[config.mk]
export PLATFORM = sky130hd
export DESIGN_NAME = sio_rx_asm
export DESIGN_NICKNAME = d
export VERILOG_FILES = /design/src/rtl/sio_rx_asm.sv
export SDC_FILE = /design/constraint.sdc
export NUM_CORES = 2
export LEC_CHECK = 0
export CORE_UTILIZATION = 50
export DETAILED_ROUTE_END_ITERATION = 6
export HOLD_SLACK_MARGIN = 0.06
export PLACE_DENSITY_LB_ADDON = 0.25
export SLEW_MARGIN = 20
export SYNTH_ARGS = -nofsm -noshare
export SYNTH_HDL_FRONTEND = slang
export SYNTH_SLANG_ARGS = --single-unit
[constraint.sdc]
create_clock -name gclk -period 66.3 [get_ports gclk]
set_clock_uncertainty 0.05 [all_clocks]
set_input_delay 13.26 -clock gclk [delete_from_list [all_inputs] [get_ports gclk]]
set_output_delay 13.26 -clock gclk [all_outputs]
set_load 0.1 [all_outputs]
[src/rtl/sio_rx_asm.sv]
// rtl/sio_rx_asm.sv - L2 bank return stream packet assembler with a small packet FIFO
module sio_rx_asm #(
  parameter int DEPTH = 2,
  parameter int BEATS = 16
) (
  input  logic                  gclk,
  input  logic                  rst_por_,
  input  logic                  l2b_sio_ctag_vld,
  input  logic [31:0]           l2b_sio_data,
  input  logic [1:0]            l2b_sio_parity,
  input  logic                  l2b_sio_ue_err,
  input  logic                  pkt_rdy,
  output logic                  pkt_vld,
  output logic [31:0]           pkt_ctag,
  output logic [32*BEATS-1:0]   pkt_data,
  output logic                  pkt_is_rd,
  output logic                  pkt_ue,
  output logic                  pkt_par_err,
  output logic                  ovfl_err,
  output logic                  proto_err,
  output logic                  rx_busy
);

  localparam int AW = $clog2(DEPTH);
  localparam int CW = (BEATS > 1) ? $clog2(BEATS) : 1;

  typedef enum logic {IDLE, DATA} state_t;

  state_t          state_q, state_d;
  logic [CW-1:0]   beat_cnt;
  logic            last_beat;
  logic            beat_perr;

  logic [31:0]         stg_ctag;
  logic [32*BEATS-1:0] stg_data;
  logic                stg_rd, stg_ue, stg_par;
  logic                commit_q;

  logic [31:0]         mem_ctag [DEPTH];
  logic [32*BEATS-1:0] mem_data [DEPTH];
  logic                mem_rd   [DEPTH];
  logic                mem_ue   [DEPTH];
  logic                mem_par  [DEPTH];
  logic [AW-1:0]       wr_ptr, rd_ptr;
  logic [AW:0]         count;
  logic                full, pop, push;

  assign last_beat = (beat_cnt == CW'(BEATS - 1));
  assign beat_perr = (l2b_sio_parity[1] ^ (^l2b_sio_data[31:16])) |
                     (l2b_sio_parity[0] ^ (^l2b_sio_data[15:0]));

  always_ff @(posedge gclk or negedge rst_por_) begin
    if (!rst_por_) state_q <= IDLE;
    else           state_q <= state_d;
  end

  always_comb begin
    state_d = state_q;
    case (state_q)
      IDLE: if (l2b_sio_ctag_vld && l2b_sio_data[16]) state_d = DATA;
      DATA: begin
        if (l2b_sio_ctag_vld)  state_d = l2b_sio_data[16] ? DATA : IDLE;
        else if (last_beat)    state_d = IDLE;
      end
      default: state_d = IDLE;
    endcase
  end

  // A header always restarts staging, even mid-packet; the stale partial is simply overwritten.
  always_ff @(posedge gclk or negedge rst_por_) begin
    if (!rst_por_) begin
      stg_ctag  <= '0;
      stg_data  <= '0;
      stg_rd    <= 1'b0;
      stg_ue    <= 1'b0;
      stg_par   <= 1'b0;
      commit_q  <= 1'b0;
      beat_cnt  <= '0;
      proto_err <= 1'b0;
    end else if (l2b_sio_ctag_vld) begin
      stg_ctag <= l2b_sio_data;
      stg_data <= '0;
      stg_rd   <= l2b_sio_data[16];
      stg_ue   <= 1'b0;
      stg_par  <= beat_perr;
      beat_cnt <= '0;
      commit_q <= ~l2b_sio_data[16];
      if (state_q == DATA) proto_err <= 1'b1;
    end else if (state_q == DATA) begin
      stg_data[{beat_cnt, 5'b0} +: 32] <= l2b_sio_data;
      stg_ue   <= stg_ue | l2b_sio_ue_err;
      stg_par  <= stg_par | beat_perr;
      beat_cnt <= last_beat ? '0 : beat_cnt + 1'b1;
      commit_q <= last_beat;
    end else begin
      commit_q <= 1'b0;
    end
  end

  assign full = (count == (AW+1)'(DEPTH));
  assign pop  = pkt_vld & pkt_rdy;
  assign push = commit_q & (~full | pop);

  always_ff @(posedge gclk) begin
    if (push) begin
      mem_ctag[wr_ptr] <= stg_ctag;
      mem_data[wr_ptr] <= stg_data;
      mem_rd[wr_ptr]   <= stg_rd;
      mem_ue[wr_ptr]   <= stg_ue;
      mem_par[wr_ptr]  <= stg_par;
    end
  end

  always_ff @(posedge gclk or negedge rst_por_) begin
    if (!rst_por_) begin
      wr_ptr   <= '0;
      rd_ptr   <= '0;
      count    <= '0;
      ovfl_err <= 1'b0;
    end else begin
      if (push) wr_ptr <= wr_ptr + 1'b1;
      if (pop)  rd_ptr <= rd_ptr + 1'b1;
      case ({push, pop})
        2'b10:   count <= count + 1'b1;
        2'b01:   count <= count - 1'b1;
        default: count <= count;
      endcase
      if (commit_q && full && !pop) ovfl_err <= 1'b1;
    end
  end

  // Head fields are gated by valid so an empty (or just-reset) FIFO presents zeros.
  assign pkt_vld     = (count != '0);
  assign pkt_ctag    = pkt_vld ? mem_ctag[rd_ptr] : '0;
  assign pkt_data    = pkt_vld ? mem_data[rd_ptr] : '0;
  assign pkt_is_rd   = pkt_vld & mem_rd[rd_ptr];
  assign pkt_ue      = pkt_vld & mem_ue[rd_ptr];
  assign pkt_par_err = pkt_vld & mem_par[rd_ptr];
  assign rx_busy     = (state_q == DATA);

endmodule

==> flow_summary.yaml <==
setup_path:
  start_kind: "register"
  ff2ff_setup_slack_ps: 61360
  end_kind: "output port"
  slowest_stage: "clkdlybuf4s50_1"
  rr_worst_depth: 5
  crit_chain: "buf_4 -> buf_4 -> buf_4 -> mux2i_1 -> nor2_1 -> clkdlybuf4s50_1"
  crit_fanout: 56
  cp-endpoint: "pkt_data[330]"
  critPathArrivalTime_ps: 6240
  critPathKind: "register to output port"
  path_common_cell: "buf_4"
  slowest_delay_ps: 1140
  worstReg2RegStart: "commit_q"
  crit_path_start: "rd_ptr"
  r2r-end: "mem_data[0][435]"
  worst_ep_required_time_ps: 52990
sta:
  maxSlewViolCount: 0
  tns_ps: 0
  rsz0062_at_grt: "no"
  finalCritPeriodShare_pct: 29.5
  max_freq_mhz: 51.2
  maxSlewHeadroom_pct: 20.8
  tightestPinTransition_ps: 1180
  fin_crit_ps: 19550
  finalSetupViolations: 0
  hold_violations: 0
synth:
  synth_area_sq_um: 62300
  synth_warnings: 0
  synth_cell_type_count: 47
  synth_area_per_cell_sq_um: 15.5
  synth_edf_count: 1092
  ys_seq_elements: 1650
  seq_area_frac_synth_pct: 75.0
  synthCells: 4010
  async_flop_share_pct: 33.8
  ys.flop_type: "edfxtp_1"
  syn_nets: 4053
global_routing:
  first_global_vias: 35400
  grt_max_degree: 164
  grt_overflow: 0
  antenna_found_initial: 7
  grt_usage_pct: 27.8
  grt_pass1_wl_mm: 251
drt:
  finalWirelength_mm: 176
  post_drt_via_cell_ratio: 5.73
  drt.antenna.violating_nets: 0
  wl_per_cell_um: 27.9
  route.vias.total: 36200
  drt-pass1-iter-count: 7
  drt_iter0_drc: 3670
  drc: 2
cts:
  cts_setup_buffers: 0
  path_clk_slew_ps: 60
  ctsHoldBuffers: 0
  cts_sinks: 1650
  ctsResizeCount: 0
  numCtsBuffers: 162
  root_buffer: "clkbuf_16"
  cts_max_path_buffers: 3
  cts_tree: "built"
  clk_latency_ps: 760
  htreeDepth: 4
die:
  dieWidth_um: 355
  top_level_ports: 590
  die_h_um: 355
  die_area_sq_um: 126000
  num_rows: 129
  core_sq_um: 124000
  initial_core_util_pct: 50.4
place:
  io_buffers: 589
  place.gp.congestion: 0.822
  dpl.hpwl_mm: 101
job:
  drv_cap: 0
finish:
  final_util_pct: 60.8
  area_delta_synth_final_pct: 20.5
  nets: 4588
  layout-drive-gt1-share_pct: 8.95
hold_path:
  hp-class: "register to register"
  hp-start: "stg_data[488]"
status:
  status: "complete, but fails checks"
  violations: "DRC"
-- cells in the final DEF, fill, tap and decap left out, types with 31 or more instances in the layout --
master,instances
clkdlybuf4s50_1,553
clkbuf_16,167
edfxtp_1,1092
nand2_1,127
mux2_2,31
a22o_1,321
nor2_1,698
buf_2,34
mux2i_1,680
a21oi_1,65
buf_4,78
dfrtp_1,556
clkbuf_1,55
-- synthesized netlist by cell type, types with 25 or more instances --
cell,n,share of area [%]
edfxtp_1,1092,53
nor2_1,704,4.2
mux2i_1,680,11
dfrtp_1,558,22
a22o_1,321,4.5
clkbuf_1,241,1.5
nand2_1,128,0.77
a21oi_1,69,0.55
mux2_2,31,0.56
buf_1,30,0.18
buf_2,26,0.21
xnor2_1,25,0.35
-- worst min path at each step --
| stage | end | slack (ps) | cells after the start |
|---|---|---|---|
| after global routing | mem_data[0][28] | 420 | 0 |
| after CTS | mem_data[0][265] | 400 | 0 |
| after detailed placement | mem_ctag[1][27] | 400 | 0 |
| final | mem_data[0][488] | 410 | 0 |
| after floorplan | mem_data[0][74] | 380 | 0 |
| after global placement | proto_err | 390 | 1 |
-- critical path, delay by kind of cell, from the launching register on --
| kind | cells | cell delay (ps) |
|---|---|---|
| buffers and inverters | 4 | 3800 |
| flip-flops | 1 | 980 |
| multiplexers | 1 | 350 |
| AND/OR/NAND/NOR | 1 | 170 |
-- stage by stage --
step	setup slack, ps	hold slack, ps	instances	area (sq um)
finish	46750	405	6320	75100
global route	46560	416	6320	75100
CTS	46670	401	6319	75100
detailed placement	47520	402	6018	69800
global placement	47570	392	6017	69800
floorplan	28670	385	4010	62300
-- registers in the layout, indices dropped and copies added (netlist names) --
| signal | count |
|---|---|
| mem_data | 1024 |
| stg_data | 512 |
| mem_ctag | 64 |
| stg_ctag | 32 |
| beat_cnt | 4 |
| count | 2 |
| mem_par | 2 |
| mem_ue | 2 |
| commit_q | 1 |
| ovfl_err | 1 |
| proto_err | 1 |
| rd_ptr | 1 |
| rx_busy | 1 |
| stg_par | 1 |
| stg_ue | 1 |
| wr_ptr | 1 |
-- per-layer routing --
metal	GRT usage, %	wire length, um	vias to the layer above	part of all wire (%)
li1	-	-	15700	-
met1	37.4	70700	18700	40
met2	44.6	85800	1534	49
met3	5.65	13500	267	7.6
met4	10.8	6520	2	3.7
met5	0	13	-	0.0074
-- cell type report --
type                    count  area (sq um)
flip-flops and latches   1650         46800
multi-input cells        2046         14500
inverters                   8          30.0
diodes                      1          2.50
clock inverters            62           658
fillers                  9332         48500
repair buffers            677          6500
well taps                1637          2050
clock buffers             239          4620
-- logic make-up (layout without fill, tap and decap cells) --
family          Yosys count  count (layout)  share of synthesized area [%]
compound gates          413             413                           5.32
flops                  1650            1650                           75.0
xor+xnor                 36              36                          0.572
fa+ha+maj                 4               4                         0.0803
mux                     711             711                           11.5
other cells               0               1                              0
simple gates            882             882                           5.52
buf+inv                 314             986                           2.03
Power is not shown: default switching activity piles up to over one toggle a cycle in this logic, so the estimate is an artifact.
